$ cat config.mk
export PLATFORM = sky130hd
export DESIGN_NAME = seq_pattern_tx
export DESIGN_NICKNAME = d
export VERILOG_FILES = /design/src/rtl/seq_tx_pkg.sv /design/src/rtl/seq_tx_shifter.sv /design/src/rtl/seq_pattern_tx.sv
export SDC_FILE = /design/constraint.sdc
export NUM_CORES = 1
export LEC_CHECK = 0
export ABC_AREA = 1
export BUFFER_PORTS_ARGS = -buffer_cell sky130_fd_sc_hd__buf_2
export CORE_MARGIN = 3
export CORE_UTILIZATION = 55
export DETAILED_ROUTE_END_ITERATION = 8
export PLACE_DENSITY = 0.76
export SYNTH_ARGS = -nofsm -noshare
export SYNTH_HDL_FRONTEND = slang
export SYNTH_SLANG_ARGS = --single-unit
$ cat constraint.sdc
create_clock -name clk -period 2.75 [get_ports clk]
set_input_delay 0.55 -clock clk [delete_from_list [all_inputs] [get_ports clk]]
set_output_delay 0.55 -clock clk [all_outputs]
set_load 0.02 [all_outputs]
$ cat src/rtl/seq_tx_pkg.sv
// ============================================================================
// Module      : seq_tx_pkg
// Description : Shared types and defaults for the serial pattern transmitter:
//               FSM state encoding, default pattern, gap and counter widths.
// Revision    : 1.0 - initial release
// ============================================================================
`default_nettype none

package seq_tx_pkg;

  // Default build: 5-bit pattern, two idle zeros between repetitions
  localparam int unsigned DEFAULT_WIDTH   = 5;
  localparam int unsigned DEFAULT_GAP     = 2;
  localparam int unsigned DEFAULT_CNT_W   = 4;
  localparam logic [4:0]  DEFAULT_PATTERN = 5'b10010;

  // Gap counter is sized for the largest supported gap (15)
  localparam int unsigned GAP_CNT_W = 4;

  // Transmitter states, explicitly two bits wide
  typedef enum logic [1:0] {
    ST_IDLE = 2'd0,
    ST_SEND = 2'd1,
    ST_GAP  = 2'd2,
    ST_DONE = 2'd3
  } state_t;

endpackage : seq_tx_pkg

`default_nettype wire

$ cat src/rtl/seq_tx_shifter.sv
// ============================================================================
// Module      : seq_tx_shifter
// Description : Loadable MSB-first shift register holding the bits of the
//               current pattern that are still to be sent. The MSB itself is
//               driven by the parent at load time, so a load stores the
//               pattern pre-shifted by one and arms WIDTH-1 remaining bits.
//               last_bit_o is high while the bit currently on the line is
//               the final one of the pattern.
// Revision    : 1.0 - initial release
// ============================================================================
`default_nettype none

module seq_tx_shifter #(
  parameter int unsigned WIDTH = 5
) (
  input  logic             clk,
  input  logic             rst,        // asynchronous, active-low
  input  logic             load_i,
  input  logic [WIDTH-1:0] load_val_i,
  input  logic             shift_i,
  output logic             next_bit_o,
  output logic             last_bit_o
);

  localparam int unsigned CW = (WIDTH > 1) ? $clog2(WIDTH) : 1;

  logic [WIDTH-1:0] sr_q;
  logic [WIDTH-1:0] sr_d;
  logic [CW-1:0]    cnt_q;
  logic [CW-1:0]    cnt_d;

  // Next-state: load takes priority over shift, otherwise hold
  always_comb begin
    sr_d  = sr_q;
    cnt_d = cnt_q;
    if (load_i) begin
      sr_d  = load_val_i << 1;
      cnt_d = CW'(WIDTH - 1);
    end else if (shift_i) begin
      sr_d  = sr_q << 1;
      cnt_d = cnt_q - CW'(1);
    end
  end

  // Shift register and remaining-bit counter
  always_ff @(posedge clk or negedge rst) begin
    if (!rst) begin
      sr_q  <= '0;
      cnt_q <= '0;
    end else begin
      sr_q  <= sr_d;
      cnt_q <= cnt_d;
    end
  end

  assign next_bit_o = sr_q[WIDTH-1];
  assign last_bit_o = (cnt_q == '0);

endmodule : seq_tx_shifter

`default_nettype wire

$ cat src/rtl/seq_pattern_tx.sv
// ============================================================================
// Module      : seq_pattern_tx
// Description : Serial pattern transmitter. Sends a latched WIDTH-bit pattern
//               MSB-first on j, repeated count times with GAP idle zeros in
//               between, then pulses done for one cycle. All outputs are
//               registered (Moore style).
// Revision    : 1.0 - initial release
// ============================================================================
`default_nettype none

module seq_pattern_tx
  import seq_tx_pkg::*;
#(
  parameter int unsigned WIDTH = DEFAULT_WIDTH,
  parameter int unsigned GAP   = DEFAULT_GAP,
  parameter int unsigned CNT_W = DEFAULT_CNT_W
) (
  input  logic             clk,
  input  logic             rst,        // asynchronous, active-low
  input  logic             start,
  input  logic [WIDTH-1:0] pattern,
  input  logic [CNT_W-1:0] count,
  output logic             j,
  output logic             frame,
  output logic             busy,
  output logic             done
);

  localparam bit                   HAS_GAP  = (GAP > 0);
  localparam logic [GAP_CNT_W-1:0] GAP_INIT = HAS_GAP ? GAP_CNT_W'(GAP - 1) : '0;

  state_t               state_q, state_d;
  logic [WIDTH-1:0]     pat_q, pat_d;
  logic [CNT_W-1:0]     rep_q, rep_d;
  logic [GAP_CNT_W-1:0] gap_q, gap_d;
  logic                 j_q, j_d;
  logic                 frame_q, frame_d;
  logic                 busy_q, busy_d;
  logic                 done_q, done_d;

  logic                 sh_load;
  logic [WIDTH-1:0]     sh_load_val;
  logic                 sh_shift;
  logic                 sh_next_bit;
  logic                 sh_last_bit;

  seq_tx_shifter #(
    .WIDTH (WIDTH)
  ) u_shifter (
    .clk        (clk),
    .rst        (rst),
    .load_i     (sh_load),
    .load_val_i (sh_load_val),
    .shift_i    (sh_shift),
    .next_bit_o (sh_next_bit),
    .last_bit_o (sh_last_bit)
  );

  // Next-state and next-output logic; outputs default to the idle values
  always_comb begin
    state_d     = state_q;
    pat_d       = pat_q;
    rep_d       = rep_q;
    gap_d       = gap_q;
    j_d         = 1'b0;
    frame_d     = 1'b0;
    busy_d      = 1'b0;
    done_d      = 1'b0;
    sh_load     = 1'b0;
    sh_load_val = pat_q;
    sh_shift    = 1'b0;

    case (state_q)
      ST_IDLE: begin
        if (start) begin
          pat_d = pattern;
          rep_d = count;
          if (count != '0) begin
            // First bit goes out on the accepting edge itself
            sh_load     = 1'b1;
            sh_load_val = pattern;
            j_d         = pattern[WIDTH-1];
            frame_d     = 1'b1;
            busy_d      = 1'b1;
            state_d     = ST_SEND;
          end else begin
            done_d  = 1'b1;
            state_d = ST_DONE;
          end
        end
      end

      ST_SEND: begin
        if (!sh_last_bit) begin
          sh_shift = 1'b1;
          j_d      = sh_next_bit;
          frame_d  = 1'b1;
          busy_d   = 1'b1;
        end else begin
          rep_d = rep_q - CNT_W'(1);
          if (rep_q != CNT_W'(1)) begin
            busy_d = 1'b1;
            if (HAS_GAP) begin
              gap_d   = GAP_INIT;
              state_d = ST_GAP;
            end else begin
              // Back-to-back repetition: reload without a bubble
              sh_load = 1'b1;
              j_d     = pat_q[WIDTH-1];
              frame_d = 1'b1;
            end
          end else begin
            done_d  = 1'b1;
            state_d = ST_DONE;
          end
        end
      end

      ST_GAP: begin
        busy_d = 1'b1;
        if (gap_q == '0) begin
          sh_load = 1'b1;
          j_d     = pat_q[WIDTH-1];
          frame_d = 1'b1;
          state_d = ST_SEND;
        end else begin
          gap_d = gap_q - GAP_CNT_W'(1);
        end
      end

      ST_DONE: begin
        state_d = ST_IDLE;
      end

      default: begin
        state_d = ST_IDLE;
      end
    endcase
  end

  // State, latched request and registered outputs
  always_ff @(posedge clk or negedge rst) begin
    if (!rst) begin
      state_q <= ST_IDLE;
      pat_q   <= '0;
      rep_q   <= '0;
      gap_q   <= '0;
      j_q     <= 1'b0;
      frame_q <= 1'b0;
      busy_q  <= 1'b0;
      done_q  <= 1'b0;
    end else begin
      state_q <= state_d;
      pat_q   <= pat_d;
      rep_q   <= rep_d;
      gap_q   <= gap_d;
      j_q     <= j_d;
      frame_q <= frame_d;
      busy_q  <= busy_d;
      done_q  <= done_d;
    end
  end

  assign j     = j_q;
  assign frame = frame_q;
  assign busy  = busy_q;
  assign done  = done_q;

endmodule : seq_pattern_tx

`default_nettype wire

==> results.cfg, run 1 <==
[placed_design]
gp_congestion = 0.7557
io_buffers = 15
hpwlAfterDp_um = 1989

[grt]
grt_pass1_vias = 1080
grt_pass1_wl_um = 4526
antenna_found_initial = 0
grt_start_max_net_pins = 27
top_usage_layer = met2
grt-ovfl-total = 0
gr-usage-met1_pct = 25.15
use_met2_pct = 25.91
grt_usage_pct = 17.77
grt_util_met3_pct = 3.678

[pwr]
pwr-share-comb_pct = 50.1
p_sw_mw = 0.7986
sw_frac_of_total_pct = 44.03
power.density_nw_per_um2 = 1161
p_seq_share_pct = 35.5
internal-power_mw = 1.015
finalPower_mw = 1.814
peakVddDrop_mv = 0.6856
pwr-share-clk_pct = 14.4
p_leak_nw = 0.8291

[clock_tree]
ctsResizeCount = 0
cts_root_buffer = clkbuf_4
clk_path_buf_depth = 2
post_cts.repair.setup_buffers = 0
cts.clk_slew.worst_paths_ps = 140
numCtsBuffers = 3
cts.sinks = 26
clock_latency_ps = 320
cts_tree = built
htreeDepth = 1
cts_hold_buf = 0

[final_layout]
diodes = 0
fin_util_pct = 67.40
fin_nets = 208
syn_to_final_growth_pct = 10.73
final_layout_size_suffix_gt1_share_pct = 17.46

[setup_path]
endpoint_kind = register
critPathMaxFanout = 9
reg2reg_to = rep_q[0]
cp_data_arrival_time_ps = 1760
critPathLaunch = u_shifter.cnt_q[0]
cp-start-kind = register
crit_type = reg2reg
r2r-start = u_shifter.cnt_q[0]
rr_worst_depth = 10
r2r_slack_ps = 1240
worstPathRequired_ps = 3010

[detailed_routing]
routed_wl_um = 2593
ant_nets = 0
wire_per_inst_um = 11.95
first_pass_iters = 4
vias_per_cell = 5.221
route.detailed.drc = 0
vias = 1133
drt_iter0_drc = 33

[sta]
hold_viol = 0
rsz0062_at_grt = false
tightest_slew_ps = 565.7
finalSetupViolCount = 0
finClkSkew_ps = 4.955
min_period_over_period_pct = 54.84
timing.hold.ws_ps = 197.7
slew_headroom_pct = 62.28
fin_crit_ps = 1508
setup_tns_ps = 0
fmax_mhz = 663.1
drv_slew = 0

[synthesis]
synth_cell_types = 25
synth_top_area_cell = dfrtp_1
synth_fp_nets = 189
post-synth-top-count-cell = nand2_1
yosysSeqAreaShare_pct = 46.10
synthTopCellsByArea = dfrtp_1 (46%), nand2_1 (11%), inv_1 (6.4%)
yosysTopAreaCellShare_pct = 46.10
synth_area_um2 = 1411
ys_seq_elements = 26
synth_edf_count = 0
syn_inst = 171
async_flop_share_pct = 100.0
yosys_warnings = 0
syn_avg_cell_area_um2 = 8.254
synth_ff_type = dfrtp_1
synthTopCellsByCount = nand2_1 (42), dfrtp_1 (26), inv_1 (24), nand3_1 (14), nor2_1 (13)

[die]
fp.coreArea_um2 = 2318
start_util_pct = 60.87
ios = 16
dieArea_um2 = 3210
dieHeight_um = 56.66
fp.dieW_um = 56.66
std_cell_rows = 17

[hold_path]
hold_path.class = in2async

[run_status]
status = finished clean

[job]
maxCapViolCount = 0
## area by class of cell
| cell class | instances | area (um2) |
|---|---|---|
| Clock buffer | 3 | 22.52 |
| Fill cell | 199 | 755.7 |
| Clock inverter | 1 | 30.03 |
| Sequential cell | 26 | 650.6 |
| Timing Repair Buffer | 15 | 75.07 |
| Tap cell | 28 | 35.03 |
| Inverter | 26 | 97.59 |
| Multi-Input combinational cell | 118 | 651.9 |
## state kept, by name (all words and copies together), names as in the netlist
register	count
pat_q	5
gap_q	4
rep_q	4
u_shifter.sr_q	4
u_shifter.cnt_q	3
state_q	2
busy	1
done	1
frame	1
j	1
## cell usage in the layout (no fill, tap or decap)
cell type,count
xnor2_1,1
or2_0,1
nor2_1,13
bufinv_16,1
inv_2,2
a21oi_1,4
nand2_1,42
nand4_1,3
o21ai_1,4
o211ai_1,1
nand2_8,1
inv_1,24
nand3_1,14
nand3b_1,2
nor2_2,2
nor3_1,1
clkbuf_4,3
nand2_2,3
nor2_4,2
nand2_4,2
o22ai_1,2
dfrtp_1,26
buf_2,15
nand3_2,1
o21ai_0,12
ha_1,6
nor2_8,1
## logic make-up (layout without fill, tap and decap cells)
logic type                 after synthesis  after routing  share of synthesized area (%)
adders and majority gates                6              6                          5.319
xor gates and xnor gates                 1              1                         0.6207
AOI/OAI and AO/OA                       23             23                          8.511
and+or+nand+nor                         88             88                          31.74
DFF                                     26             26                          46.10
buffers and inverters                   27             45                          7.713
## layer usage
metal / routed length, um / vias to the layer above
met3: 146 / 7
met4: 51 / 0
met5: 0 / -
met1: 1240 / 507
met2: 1155 / 39
li1: - / 580
## metrics by stage
step / cell area, um2 / std cells / worst slack (ps)
floorplan: 1411 / 171 / 1382
global placement: 1510 / 213 / 1217
detailed placement: 1510 / 213 / 1174
CTS: 1563 / 217 / 1233
global route: 1563 / 217 / 1071
finish: 1563 / 217 / 1242
## power by group through the flow
stage	combinational, mW	sequential [mW]	clock (mW)
floorplan	0.699	0.659	0
global route	1.05	0.664	0.283
detailed placement	0.905	0.651	0
finish	0.909	0.643	0.262
global placement	0.870	0.646	0
CTS	0.909	0.644	0.271
## worst max path at each step
stage / to / slack, ps
6_report: rep_q[0] / 1240
3_5_place_dp: u_shifter.sr_q[2] / 1170
5_1_grt: rep_q[0] / 1070
4_1_cts: u_shifter.sr_q[2] / 1230
2_1_floorplan: u_shifter.sr_q[2] / 1380
3_3_place_gp: u_shifter.sr_q[4] / 1220
## critical path: stages (launching register included)
cell	delay (ps)
dfrtp_1	390
inv_1	110
ha_1	160
nand2_1	50
inv_1	190
nor2_8	80
nor2_2	120
nand2_2	100
inv_2	110
nand2_1	50
o21ai_1	80
No activity file was read; power rests on OpenSTA's default activity.
==> run 2: changes to the inputs <==
--- a/config.mk
+++ b/config.mk
@@ -8,9 +8,9 @@
 export ABC_AREA = 1
 export BUFFER_PORTS_ARGS = -buffer_cell sky130_fd_sc_hd__buf_2
 export CORE_MARGIN = 3
-export CORE_UTILIZATION = 55
+export CORE_UTILIZATION = 51
 export DETAILED_ROUTE_END_ITERATION = 8
-export PLACE_DENSITY = 0.76
+export PLACE_DENSITY = 0.74
 export SYNTH_ARGS = -nofsm -noshare
 export SYNTH_HDL_FRONTEND = slang
 export SYNTH_SLANG_ARGS = --single-unit
==> constraint.sdc (replaced) <==
create_clock -name clk -period 1.3 [get_ports clk]
set_input_delay 0.26 -clock clk [delete_from_list [all_inputs] [get_ports clk]]
set_output_delay 0.26 -clock clk [all_outputs]
set_load 0.02 [all_outputs]
==> results.cfg, run 2 (same netlist as run 1, synthesis figures left out) <==
[detailed_routing]
ant_nets = 0
vias_per_cell = 5.052
wire_per_inst_um = 13.02
vias = 1258
routed_wl_um = 3243
route.detailed.drc = 0
drt_iter0_drc = 56
first_pass_iters = 4

[grt]
top_usage_layer = met2
grt_pass1_vias = 1203
gr-usage-met1_pct = 28.37
grt-ovfl-total = 0
antenna_found_initial = 0
grt_usage_pct = 19.66
grt_util_met3_pct = 2.632
use_met2_pct = 29.67
grt_pass1_wl_um = 5168
grt_start_max_net_pins = 27

[sta]
drv_slew = 0
hold_viol = 0
rsz0062_at_grt = true
fin_crit_ps = 1358
setup_tns_ps = -249.5
finClkSkew_ps = 6.661
timing.final.ws_setup_ps = -57.97
slew_headroom_pct = 60.48
finalSetupViolCount = 6
tightest_slew_ps = 592.8
fmax_mhz = 736.4
min_period_over_period_pct = 104.5
timing.hold.ws_ps = 152.8

[clock_tree]
cts.clk_slew.worst_paths_ps = 150
cts_root_buffer = clkbuf_4
numCtsBuffers = 3
clock_latency_ps = 320
htreeDepth = 1
cts.sinks = 26
cts_tree = built
clk_path_buf_depth = 2

[final_layout]
fin_nets = 238
regMostFlops = pat_q
layout_commonest_cell = nand2_1
largest_reg_flops = 5
final_layout_size_suffix_gt1_share_pct = 41.55
layout_common_cells = nand2_1 (34), dfrtp_1 (25), buf_4 (24)
syn_to_final_growth_pct = 38.12
diodes = 0
fin_util_pct = 76.60
nFillCells = 191

[die]
dieArea_um2 = 3435
dieHeight_um = 58.61
ios = 16
fp.dieW_um = 58.61
start_util_pct = 55.46
fp.coreArea_um2 = 2545
std_cell_rows = 18

[placed_design]
hpwlAfterDp_um = 2128
gp_congestion = 0.7577
io_buffers = 15

[setup_path]
crit_type = reg2reg
critPathMaxFanout = 4
worstPathRequired_ps = 1570
endpoint_kind = register
cp_data_arrival_time_ps = 1630
cp-start-kind = register

[pwr]
peakVddDrop_mv = 1.627
p_leak_nw = 1.006
power.density_nw_per_um2 = 2505

[hold_path]
hold_path.class = in2reg

[run_status]
status = finished with violations
violations = negative setup slack

[job]
maxCapViolCount = 0
-- run 2: power by group --
group | switching (mW) | internal, mW
Clock | 0.247 | 0.171
Combinational | 1.69 | 1.38
Sequential | 0.203 | 1.18
Total | 2.14 | 2.74
-- run 2: timing repair --
action | in CTS | in global routing
pin swaps | 5 | 19
cloned | 1 | 0
hold buffers | 1 | 0
setup endpoints to repair | 16 | 19
gates resized for setup | 20 | 33
endpoints found under the hold margin | 26 | 0
setup buffers | 5 | 5
-- run 2: worst paths after layout --
| check | startpoint | end | slack (ps) | cells past startpoint |
|---|---|---|---|---|
| max | state_q[0] | u_shifter.sr_q[3] | -60 | 8 |
| min | pattern[1] | pat_q[1] | 150 | 3 |
| max reg2reg | state_q[0] | u_shifter.sr_q[3] | -60 | 8 |
| min reg2reg | u_shifter.sr_q[2] | u_shifter.sr_q[2] | 510 | 2 |
| max in group asynchronous | rst | state_q[0] | 430 | 2 |
| min in group asynchronous | rst | gap_q[2] | 450 | 2 |
-- run 2: worst max-delay path, cell delays in order (launching register included) --
cell and delay (ps):
dfrtp_2 470, inv_2 90, nand2_4 50, nor2_4 240, buf_6 150, nand2_4 60, nand2_1 80, nand3_1 70
nand3_1 90
-- run 2: per-layer routing --
layer	part of all wire (%)	routed length, um	vias up
met3	4.0	129	4
met4	1.5	48	0
met1	45	1445	585
met2	50	1619	27
met5	0	0	-
li1	-	-	642
-- run 2: layout make-up --
class / count / area (um2) / share of cell area, %
inverter: 26 / 105.1 / 5.392
timing repair buffer: 44 / 319.1 / 16.37
sequential: 26 / 651.9 / 33.44
clock buffer: 4 / 36.28 / 1.861
multi-input combinational: 119 / 799.5 / 41.01
tap: 30 / 37.54 / 1.926
-- run 2: through the flow --
stage / instance area [um2] / std cells / power (mW) / setup WS (ps)
after detailed placement: 1663 / 233 / 3.704 / -103.7
after global placement: 1663 / 233 / 3.591 / -67.30
after global routing: 1949 / 249 / 5.331 / -137.9
final: 1949 / 249 / 4.882 / -57.97
after floorplan: 1414 / 171 / 2.881 / 6.818
after CTS: 1807 / 244 / 4.370 / -38.41
